File: src/rtl/axi_filter_wr_channel.sv
// AXI4 write-channel address filter: blocked AWs are answered locally with SLVERR.
// Optional error counter (o_err_cnt / i_err_cnt_clr) enabled by AXI_FILTER_WR_ERR_CNT_EN.
module axi_filter_wr_channel #(
    parameter int AXI_ADDR_WIDTH      = 32,
    parameter int AXI_DATA_WIDTH      = 64,
    parameter int AXI_STRB_WIDTH      = AXI_DATA_WIDTH / 8,
    parameter int AXI_ID_WIDTH        = 7,
    parameter int AXI_USER_WIDTH      = 4,
    parameter int NBR_RANGE           = 1,
    parameter int NBR_OUTSTANDING_REQ = 4,
    parameter int AXI_LOOK_BITS       = 4
) (
    input  logic                                     i_clk,
    input  logic                                     i_rst_n,
    input  logic                                     i_scan_ckgt_enable,
    input  logic [NBR_RANGE-1:0][AXI_ADDR_WIDTH-1:0] START_ADDR,
    input  logic [NBR_RANGE-1:0][AXI_ADDR_WIDTH-1:0] STOP_ADDR,
    // slave-side AW
    input  logic                      axi_in_aw_valid_i,
    input  logic [AXI_ADDR_WIDTH-1:0] axi_in_aw_addr_i,
    input  logic [2:0]                axi_in_aw_prot_i,
    input  logic [3:0]                axi_in_aw_region_i,
    input  logic [7:0]                axi_in_aw_len_i,
    input  logic [2:0]                axi_in_aw_size_i,
    input  logic [1:0]                axi_in_aw_burst_i,
    input  logic                      axi_in_aw_lock_i,
    input  logic [3:0]                axi_in_aw_cache_i,
    input  logic [3:0]                axi_in_aw_qos_i,
    input  logic [AXI_ID_WIDTH-1:0]   axi_in_aw_id_i,
    input  logic [AXI_USER_WIDTH-1:0] axi_in_aw_user_i,
    output logic                      axi_in_aw_ready_o,
    // slave-side W
    input  logic                      axi_in_w_valid_i,
    input  logic [AXI_DATA_WIDTH-1:0] axi_in_w_data_i,
    input  logic [AXI_STRB_WIDTH-1:0] axi_in_w_strb_i,
    input  logic                      axi_in_w_last_i,
    input  logic [AXI_USER_WIDTH-1:0] axi_in_w_user_i,
    output logic                      axi_in_w_ready_o,
    // slave-side B
    output logic                      axi_in_b_valid_o,
    output logic [1:0]                axi_in_b_resp_o,
    output logic [AXI_ID_WIDTH-1:0]   axi_in_b_id_o,
    output logic [AXI_USER_WIDTH-1:0] axi_in_b_user_o,
    input  logic                      axi_in_b_ready_i,
    // master-side AW
    output logic                      axi_out_aw_valid_o,
    output logic [AXI_ADDR_WIDTH-1:0] axi_out_aw_addr_o,
    output logic [2:0]                axi_out_aw_prot_o,
    output logic [3:0]                axi_out_aw_region_o,
    output logic [7:0]                axi_out_aw_len_o,
    output logic [2:0]                axi_out_aw_size_o,
    output logic [1:0]                axi_out_aw_burst_o,
    output logic                      axi_out_aw_lock_o,
    output logic [3:0]                axi_out_aw_cache_o,
    output logic [3:0]                axi_out_aw_qos_o,
    output logic [AXI_ID_WIDTH-1:0]   axi_out_aw_id_o,
    output logic [AXI_USER_WIDTH-1:0] axi_out_aw_user_o,
    input  logic                      axi_out_aw_ready_i,
    // master-side W
    output logic                      axi_out_w_valid_o,
    output logic [AXI_DATA_WIDTH-1:0] axi_out_w_data_o,
    output logic [AXI_STRB_WIDTH-1:0] axi_out_w_strb_o,
    output logic                      axi_out_w_last_o,
    output logic [AXI_USER_WIDTH-1:0] axi_out_w_user_o,
    input  logic                      axi_out_w_ready_i,
    // master-side B
    input  logic                      axi_out_b_valid_i,
    input  logic [1:0]                axi_out_b_resp_i,
    input  logic [AXI_ID_WIDTH-1:0]   axi_out_b_id_i,
    input  logic [AXI_USER_WIDTH-1:0] axi_out_b_user_i,
    output logic                      axi_out_b_ready_o
`ifdef AXI_FILTER_WR_ERR_CNT_EN
    ,
    input  logic                      i_err_cnt_clr,
    output logic [15:0]               o_err_cnt
`endif
);

    localparam int DEPTH = NBR_OUTSTANDING_REQ;
    localparam int PW    = (DEPTH > 1) ? $clog2(DEPTH) : 1;
    localparam int CW    = $clog2(DEPTH + 1);
    localparam int NID   = 2 ** AXI_LOOK_BITS;

    typedef struct packed {
        logic                      err;
        logic [AXI_ID_WIDTH-1:0]   id;
        logic [AXI_USER_WIDTH-1:0] user;
    } rs_entry_t;

    typedef enum logic {
        B_IDLE,
        B_ERR
    } b_state_e;

    function automatic logic [PW-1:0] ptr_inc(input logic [PW-1:0] p);
        if (p == PW'(DEPTH - 1)) begin
            return '0;
        end
        return p + 1'b1;
    endfunction

    // scan enable only matters for clock gating, which this FIFO does not use
    logic unused_scan;
    assign unused_scan = i_scan_ckgt_enable;

    // route FIFO: one is_error flag per accepted AW, consumed by W routing
    logic           rt_mem_q [DEPTH];
    logic [PW-1:0]  rt_wr_q, rt_rd_q;
    logic [CW-1:0]  rt_cnt_q, rt_cnt_d;
    logic           rt_full, rt_empty, rt_head, rt_pop;

    // resp FIFO: is_error/id/user per accepted AW, consumed by B
    rs_entry_t      rs_mem_q [DEPTH];
    logic [PW-1:0]  rs_wr_q, rs_rd_q;
    logic [CW-1:0]  rs_cnt_q, rs_cnt_d;
    logic           rs_full, rs_empty, rs_pop;
    rs_entry_t      rs_head;

    logic [NID-1:0] inflight_q, inflight_d;
    logic [CW-1:0]  err_done_q, err_done_d;
    b_state_e       b_state_q, b_state_d;

    logic aw_blocked, aw_can, fifo_push, err_inc, err_dec;
    logic [AXI_LOOK_BITS-1:0] clr_idx;

    assign rt_full  = (rt_cnt_q == CW'(DEPTH));
    assign rt_empty = (rt_cnt_q == '0);
    assign rt_head  = rt_mem_q[rt_rd_q];
    assign rs_full  = (rs_cnt_q == CW'(DEPTH));
    assign rs_empty = (rs_cnt_q == '0);
    assign rs_head  = rs_mem_q[rs_rd_q];

    // address match against every inclusive blocked range
    always_comb begin
        aw_blocked = 1'b0;
        for (int i = 0; i < NBR_RANGE; i++) begin
            if (axi_in_aw_addr_i >= START_ADDR[i] && axi_in_aw_addr_i <= STOP_ADDR[i]) begin
                aw_blocked = 1'b1;
            end
        end
    end

    assign aw_can = axi_in_aw_valid_i & ~rt_full & ~rs_full
                  & ~inflight_q[axi_in_aw_id_i[AXI_LOOK_BITS-1:0]];

    assign axi_out_aw_valid_o = aw_can & ~aw_blocked;
    assign axi_in_aw_ready_o  = aw_can & (aw_blocked | axi_out_aw_ready_i);
    assign fifo_push          = axi_in_aw_valid_i & axi_in_aw_ready_o;

    assign axi_out_aw_addr_o   = axi_in_aw_addr_i;
    assign axi_out_aw_prot_o   = axi_in_aw_prot_i;
    assign axi_out_aw_region_o = axi_in_aw_region_i;
    assign axi_out_aw_len_o    = axi_in_aw_len_i;
    assign axi_out_aw_size_o   = axi_in_aw_size_i;
    assign axi_out_aw_burst_o  = axi_in_aw_burst_i;
    assign axi_out_aw_lock_o   = axi_in_aw_lock_i;
    assign axi_out_aw_cache_o  = axi_in_aw_cache_i;
    assign axi_out_aw_qos_o    = axi_in_aw_qos_i;
    assign axi_out_aw_id_o     = axi_in_aw_id_i;
    assign axi_out_aw_user_o   = axi_in_aw_user_i;

    assign axi_out_w_data_o = axi_in_w_data_i;
    assign axi_out_w_strb_o = axi_in_w_strb_i;
    assign axi_out_w_last_o = axi_in_w_last_i;
    assign axi_out_w_user_o = axi_in_w_user_i;

    // W routing: forward or sink according to the route FIFO head
    always_comb begin
        axi_out_w_valid_o = 1'b0;
        axi_in_w_ready_o  = 1'b0;
        rt_pop            = 1'b0;
        err_inc           = 1'b0;
        if (!rt_empty) begin
            if (rt_head) begin
                axi_in_w_ready_o = 1'b1;
                rt_pop  = axi_in_w_valid_i & axi_in_w_last_i;
                err_inc = rt_pop;
            end else begin
                axi_out_w_valid_o = axi_in_w_valid_i;
                axi_in_w_ready_o  = axi_out_w_ready_i;
                rt_pop = axi_in_w_valid_i & axi_out_w_ready_i & axi_in_w_last_i;
            end
        end
    end

    // B path: pass-through for forwarded writes, local SLVERR for sunk ones
    always_comb begin
        axi_in_b_valid_o  = 1'b0;
        axi_out_b_ready_o = 1'b0;
        axi_in_b_resp_o   = axi_out_b_resp_i;
        axi_in_b_id_o     = axi_out_b_id_i;
        axi_in_b_user_o   = axi_out_b_user_i;
        clr_idx           = axi_out_b_id_i[AXI_LOOK_BITS-1:0];
        rs_pop            = 1'b0;
        err_dec           = 1'b0;
        b_state_d         = b_state_q;
        unique case (b_state_q)
            B_IDLE: begin
                if (!rs_empty) begin
                    if (!rs_head.err) begin
                        axi_in_b_valid_o  = axi_out_b_valid_i;
                        axi_out_b_ready_o = axi_in_b_ready_i;
                        rs_pop = axi_out_b_valid_i & axi_in_b_ready_i;
                    end else if (err_done_q != '0) begin
                        b_state_d = B_ERR;
                    end
                end
            end
            B_ERR: begin
                axi_in_b_valid_o = 1'b1;
                axi_in_b_resp_o  = 2'b10;
                axi_in_b_id_o    = rs_head.id;
                axi_in_b_user_o  = rs_head.user;
                clr_idx          = rs_head.id[AXI_LOOK_BITS-1:0];
                if (axi_in_b_ready_i) begin
                    rs_pop    = 1'b1;
                    err_dec   = 1'b1;
                    b_state_d = B_IDLE;
                end
            end
        endcase
    end

    // next-state for counters and in-flight table; a new AW wins over a clear
    always_comb begin
        rt_cnt_d = rt_cnt_q;
        rs_cnt_d = rs_cnt_q;
        err_done_d = err_done_q;
        inflight_d = inflight_q;
        unique case ({fifo_push, rt_pop})
            2'b10:   rt_cnt_d = rt_cnt_q + 1'b1;
            2'b01:   rt_cnt_d = rt_cnt_q - 1'b1;
            default: rt_cnt_d = rt_cnt_q;
        endcase
        unique case ({fifo_push, rs_pop})
            2'b10:   rs_cnt_d = rs_cnt_q + 1'b1;
            2'b01:   rs_cnt_d = rs_cnt_q - 1'b1;
            default: rs_cnt_d = rs_cnt_q;
        endcase
        unique case ({err_inc, err_dec})
            2'b10:   err_done_d = err_done_q + 1'b1;
            2'b01:   err_done_d = err_done_q - 1'b1;
            default: err_done_d = err_done_q;
        endcase
        if (rs_pop) begin
            inflight_d[clr_idx] = 1'b0;
        end
        if (fifo_push) begin
            inflight_d[axi_in_aw_id_i[AXI_LOOK_BITS-1:0]] = 1'b1;
        end
    end

    // FIFO storage and pointers
    always_ff @(posedge i_clk or negedge i_rst_n) begin
        if (!i_rst_n) begin
            rt_wr_q <= '0;
            rt_rd_q <= '0;
            rs_wr_q <= '0;
            rs_rd_q <= '0;
            for (int i = 0; i < DEPTH; i++) begin
                rt_mem_q[i] <= 1'b0;
                rs_mem_q[i] <= '0;
            end
        end else begin
            if (fifo_push) begin
                rt_mem_q[rt_wr_q] <= aw_blocked;
                rs_mem_q[rs_wr_q] <= '{err: aw_blocked, id: axi_in_aw_id_i, user: axi_in_aw_user_i};
                rt_wr_q <= ptr_inc(rt_wr_q);
                rs_wr_q <= ptr_inc(rs_wr_q);
            end
            if (rt_pop) begin
                rt_rd_q <= ptr_inc(rt_rd_q);
            end
            if (rs_pop) begin
                rs_rd_q <= ptr_inc(rs_rd_q);
            end
        end
    end

    // counters, in-flight table and B state
    always_ff @(posedge i_clk or negedge i_rst_n) begin
        if (!i_rst_n) begin
            rt_cnt_q   <= '0;
            rs_cnt_q   <= '0;
            err_done_q <= '0;
            inflight_q <= '0;
            b_state_q  <= B_IDLE;
        end else begin
            rt_cnt_q   <= rt_cnt_d;
            rs_cnt_q   <= rs_cnt_d;
            err_done_q <= err_done_d;
            inflight_q <= inflight_d;
            b_state_q  <= b_state_d;
        end
    end

`ifdef AXI_FILTER_WR_ERR_CNT_EN
    logic [15:0] err_cnt_q;

    // saturating count of blocked AW acceptances; clear wins
    always_ff @(posedge i_clk or negedge i_rst_n) begin
        if (!i_rst_n) begin
            err_cnt_q <= '0;
        end else if (i_err_cnt_clr) begin
            err_cnt_q <= '0;
        end else if (fifo_push && aw_blocked && err_cnt_q != 16'hFFFF) begin
            err_cnt_q <= err_cnt_q + 16'd1;
        end
    end

    assign o_err_cnt = err_cnt_q;
`endif

endmodule

File: config.mk
export PLATFORM = sky130hd
export DESIGN_NAME = axi_filter_wr_channel
export DESIGN_NICKNAME = d
export VERILOG_FILES = /design/src/rtl/axi_filter_wr_channel.sv
export SDC_FILE = /design/constraint.sdc
export NUM_CORES = 1
export LEC_CHECK = 0
export BUFFER_PORTS_ARGS = -buffer_cell sky130_fd_sc_hd__buf_2
export CAP_MARGIN = 20
export CORE_AREA = 4 4 155 157
export CTS_CLUSTER_SIZE = 12
export DETAILED_ROUTE_END_ITERATION = 10
export DIE_AREA = 0 0 159 161
export GPL_ROUTABILITY_DRIVEN = 1
export GPL_TIMING_DRIVEN = 0
export SLEW_MARGIN = 20
export SYNTH_ARGS = -nofsm -noshare
export SYNTH_HDL_FRONTEND = slang
export SYNTH_SLANG_ARGS = --single-unit
File: constraint.sdc
create_clock -name i_clk -period 4.6 [get_ports i_clk]
set_input_delay 0.46 -clock i_clk [delete_from_list [all_inputs] [get_ports i_clk]]
set_output_delay 0.46 -clock i_clk [all_outputs]
set_load 0.02 [all_outputs]
; ---- Yosys cells after proc, flatten, opt, wreduce, memory -nomap -nowiden
; Index checks and enable logic that the tools add are counted.
[word_totals]
input_bits = 235
wordCells = 161
reg_bits = 86
output_inout_bits = 168
[op_classes]
n_bitwise = 23
n_reduce_logical = 11
n_addsub = 10
eq_ne = 12
order_cmp = 12
n_mux = 68
[ops]
columns = op, n
row1 = $bwmux 48, 1
row2 = $mux 1, 36
row3 = $mux 12, 3
row4 = $ge 32x32->1, 1
row5 = $le 32x32->1, 1
row6 = $mux 16, 2
row7 = $bmux 12 s2, 1
row8 = $demux 12 s2, 1
row9 = $mux 2, 9
row10 = $pmux 3 s2, 3
row11 = $and 16x16->16, 1
row12 = $not 16->16, 1
row13 = $or 16x16->16, 1
row14 = $eq 2x2->1 const B, 7
row15 = $ge 3x3->1 const B, 4
row16 = $not 2->3, 4
row17 = $and 1x1->1, 10
row18 = $lt 4x5->1 const B, 2
row19 = $add 3x1->3 const B, 3
row20 = $sub 3x1->3 const B, 3
row21 = $add 2x1->2 const B, 4
row22 = $demux 1 s4, 2
row23 = $ge 4x1->1 const B, 2
row24 = $mux 4, 2
row25 = 15 further kinds, 32

; ---- Depth between registers and ports, before layout
[logic_depth]
word_depth = 14
ltp_mapped = 15
mapped_depth_nobuf = 14

; ---- Least setup slack after synthesis
; OpenSTA, ideal clock, no wires.
[synth_timing]
kind = in2reg
from = input port axi_in_aw_addr_i[0]
to = register rt_cnt_q[2]
setup_slack_ns = 1.098
arrival_ns = 3.422
path_stages = 15
n_path_buf = 1
cell_sequence = inv_1 -> ha_1 -> nand2b_1 -> a2111oi_0 -> o41ai_1 -> a221oi_1 -> a211oi_4 -> o21ai_2 -> clkbuf_1 -> ha_1 -> inv_1 -> fa_1 -> xor2_1 -> nor2_1 -> xor2_1
[synth_via]
elab_chain_cells = 8
[synth_rtl]
columns = item, line_no
row1 = from (decl), 20  ; input logic [AXI_ADDR_WIDTH-1:0] axi_in_aw_addr_i,
row2 = $ge 32x32->1 / $le 32x32->1 (equally long branches), 137  ; if (axi_in_aw_addr_i >= START_ADDR[i] && axi_in_aw_addr_i <= STOP_ADDR[i]) begin
row3 = $logic_and 1x1->1 (*), 137
row4 = $mux 1 (*), 137
row5 = $or 1x1->1 (*), 147  ; assign axi_in_aw_ready_o = aw_can & (aw_blocked | axi_out_aw_ready_i);
row6 = $and 1x1->1 (*), 147
row7 = $and 1x1->1 (*), 148  ; assign fifo_push = axi_in_aw_valid_i & axi_in_aw_ready_o;
row8 = $eq 2x1->1 / $eq 2x2->1 (equally long branches), 230  ; unique case ({fifo_push, rt_pop})
row9 = $pmux 3 s2 / $reduce_bool 2->1 (equally long branches), n/a
row10 = to (signal assigned), 289  ; rt_cnt_q <= rt_cnt_d;
row11 = to (decl), 109  ; logic [CW-1:0] rt_cnt_q, rt_cnt_d;
; Mark *: on every way between the ends. The rest lies on a longest branch, timed or not.
; A chain may end at the register's enable or synchronous reset.

; ---- Worst setup path after layout
[layout_timing]
from = input port axi_in_aw_addr_i[0]
to = register rs_cnt_q[2]
[layout_via]
elab_chain_cells = 8
[layout_rtl]
columns = item, line_no
row1 = $ge 32x32->1 / $le 32x32->1 (equally long branches), 137
row2 = $logic_and 1x1->1 (*), 137
row3 = $mux 1 (*), 137
row4 = $or 1x1->1 (*), 147
row5 = $and 1x1->1 (*), 147
row6 = $and 1x1->1 (*), 148
row7 = $eq 2x1->1 / $eq 2x2->1 (equally long branches), 235  ; unique case ({fifo_push, rs_pop})
row8 = $pmux 3 s2 / $reduce_bool 2->1 (equally long branches), n/a
row9 = to (signal assigned), 290  ; rs_cnt_q <= rs_cnt_d;
row10 = to (decl), 115  ; logic [CW-1:0] rs_cnt_q, rs_cnt_d;
; Marks and branches as above.

==> impl_metrics.tcl <==
set metrics [dict create \
    status "finished clean" \
    drive_above_1_share 0.5160 \
    setup_tns_ns 0 \
    cts_hold_buf 0 \
    drt_iter0_drc 198 \
    grt_busiest_layer "met2" \
    synth_fp_nets 1032 \
    relSlewSlack 0.5620 \
    max_freq_mhz 254.7 \
    worstPathRequired_ns 4.86 \
    wire_per_inst_um 14.44 \
    antenna_found_initial 1 \
    drv_slew 0 \
    routed_via_density 4.484 \
    cts_tree "done" \
    pwr-share-clk 0.195 \
    holdCritPathClass "primary input to async pin" \
    total_power_uw 4136 \
    placement_rows 55 \
    cts_buffers 9 \
    dr.pass1.iters 4 \
    syn_inst 717 \
    cts_buffer_depth 2 \
    fillers 2207 \
    path_class "primary input to flop" \
    switchingPower_uw 1522 \
    place_ws_ns 0.2552 \
    cts_setup_buffers 0 \
    initial_core_util 0.3207 \
    vias 5896 \
    drc 0 \
    port_buffers 295 \
    seqPwrFrac 0.327 \
    startpoint_type "primary input" \
    netlist-cell-type-count 54 \
    synth-edff-count 0 \
    die_h_um 161 \
    synth.avg_cell_area_um2 10.06 \
    area_growth_pct 30.43 \
    end_kind "flop" \
    post-dp-hpwl_um 15910 \
    finalNetCount 1339 \
    ios 403 \
    pwr_density_cell_mw_per_mm2 439.4 \
    synth-seq-cells 86 \
    fin_crit_ns 3.926 \
    clk_pin_slew_ns 0.06 \
    globalplace.congestion 0.8649 \
    crit_arrival_ns 4.19 \
    root_buffer "clkbuf_16" \
    grt_pass1_vias 6091 \
    p_leak_uw 0.005070 \
    fin_skew_ns 0.01062 \
    antenna_left 0 \
    use_met1 0.1752 \
    fp.dieArea_mm2 0.02560 \
    wirelength_um 18990 \
    numClockSinks 86 \
    ctsResizeCount 0 \
    drv_cap 0 \
    rsz0062_at_grt "no" \
    internal-power_uw 2614 \
    combPwrFrac 0.478 \
    grt_max_degree 46 \
    htree_levels 3 \
    synthesis.area_mm2 0.007216 \
    grt_use_met3 0.03904 \
    synthArstFlopShare 1.000 \
    ys_warn_count 0 \
    core_mm2 0.02250 \
    ys_seq_area_frac 0.2982 \
    grt_usage 0.1433 \
    die_w_um 159 \
    utilization 0.4182 \
    fin_crit_sh 0.8535 \
    fin_ws_ns 0.6741 \
    worst_pin_slew_ns 0.6570 \
    synth_ff_type "dfrtp_1" \
    worstPathMaxFanout 11 \
    grt_pass1_wl_um 30570 \
    gr-total-overflow 0 \
    switching_share 0.3679 \
    grtUsageMet2 0.2563 \
    clk_latency_ns 0.34 \
    peakVddDrop_uv 196.1 \
    setup_viol 0 \
    hold_viol 0 \
]
==> critical path, stage by stage <==
cell,delay [ns]
buf_2,0.10
inv_1,0.06
ha_1,0.26
nand2b_1,0.13
a2111oi_0,0.38
o41ai_1,0.15
a221oi_1,0.56
a211oi_4,0.18
o21ai_2,0.24
clkbuf_1,0.52
ha_1,0.30
inv_1,0.06
fa_1,0.37
xor2_1,0.15
nor2_1,0.12
xor2_1,0.15
==> layout by cell type (no fill, tap or decap), drive strengths merged, types with 10 or more instances in the layout <==
master  Yosys  final
a21oi      24     24
buf       161    457
clkbuf      8     17
dfrtp      86     86
ha         77     77
inv        79     82
mux2       61     61
mux4       18     18
nand2      29     29
nand2b     10     10
nand3      13     13
nand4      12     12
nor2       18     18
o21ai      34     34
o31ai      10     10
==> cells in the mapped netlist, types with 3 or more instances <==
library cell | count | area [um2]
nor3_1 | 7 | 35.03
nand4_1 | 12 | 75.07
o21ai_1 | 4 | 20.02
nand2_1 | 29 | 108.9
nand3_1 | 13 | 65.06
buf_2 | 7 | 35.03
a21oi_1 | 24 | 120.1
dfrtp_1 | 86 | 2152
clkbuf_1 | 8 | 30.03
mux2_1 | 32 | 360.4
ha_1 | 77 | 963.4
nor2_1 | 17 | 63.81
a22o_1 | 4 | 35.03
mux2_2 | 19 | 214.0
a21o_1 | 7 | 52.55
or4_1 | 3 | 22.52
xnor2_1 | 3 | 26.28
nand2b_1 | 10 | 62.56
inv_1 | 79 | 296.5
a221oi_1 | 4 | 35.03
a32o_1 | 4 | 40.04
mux4_2 | 18 | 405.4
buf_4 | 151 | 1134
mux2_4 | 10 | 150.1
o31ai_1 | 10 | 75.07
and2_1 | 5 | 31.28
o21ai_0 | 28 | 140.1
xor2_1 | 6 | 52.55
fa_1 | 3 | 60.06
o41ai_2 | 6 | 97.59
==> cell type report <==
class,instances,area [um2],area share
antenna,1,2.502,0.0002659
tap,285,356.6,0.03789
clock buffer,9,225.2,0.02393
timing repair buffer,296,1506,0.1601
clock inverter,7,105.1,0.01117
buffer,169,1217,0.1294
inverter,79,296.5,0.03151
sequential,86,2152,0.2287
multi-input combinational,383,3550,0.3772
==> state kept, by name (all words and copies together), names as in the netlist <==
| name | cells |
|---|---|
| inflight_q | 16 |
| rt_mem_q | 4 |
| rt_wr_q | 2 |
| rs_wr_q | 2 |
| rs_cnt_q | 3 |
| rs_mem_q | 48 |
| rs_rd_q | 2 |
| err_done_q | 3 |
| rt_cnt_q | 3 |
| b_state_q | 1 |
| rt_rd_q | 2 |
==> power groups by stage <==
stage | Combinational, uW | Sequential, uW | Clock (uW)
5_1_grt | 2190 | 1400 | 864
3_5_place_dp | 2000 | 1360 | 0
2_1_floorplan | 1510 | 1290 | 0
3_3_place_gp | 1970 | 1350 | 0
6_report | 1980 | 1350 | 806
4_1_cts | 2010 | 1350 | 830
==> layer usage <==
metal,routed length [um],up-vias
met3,1410,15
met1,7582,2686
met2,9803,235
met5,0,-
li1,-,2960
met4,190,0
==> path summary, 6_finish.rpt <==
path                                            from                        end  slack, ns  cells after the start
min reg2reg                err_done_q[2]$_DFFE_PN0P_  err_done_q[2]$_DFFE_PN0P_       0.49                      1
max reg2reg                   rs_rd_q[0]$_DFFE_PN0P_    rs_cnt_q[2]$_DFFE_PN0P_       1.38                     12
min                                          i_rst_n  err_done_q[1]$_DFFE_PN0P_       0.11                      1
min in group i_clk                  axi_in_b_ready_i        b_state_q$_DFF_PN0_       0.33                      2
max in group asynchronous                    i_rst_n   rs_mem_q[33]$_DFFE_PN0P_       3.86                      2
max                              axi_in_aw_addr_i[0]    rs_cnt_q[2]$_DFFE_PN0P_       0.67                     16
==> per-stage QoR <==
| stage | std cells | hold slack [ns] | area, um2 |
|---|---|---|---|
| 3_5_place_dp | 1298 | 0.4612 | 9079 |
| 2_1_floorplan | 717 | 0.1644 | 7216 |
| 5_1_grt | 1314 | 0.1419 | 9409 |
| 4_1_cts | 1314 | 0.1239 | 9409 |
| 3_3_place_gp | 1297 | 0.4553 | 9049 |
| 6_report | 1315 | 0.1109 | 9412 |
==> logic make-up after synthesis <==
logic type	share of synthesized area
fa+ha+maj	0.1418
xor+xnor	0.01092
flops	0.2982
simple gates	0.08046
mux	0.1580
buf+inv	0.2098
compound gates	0.1007
Note: power is estimated with default switching activity, not from simulation.
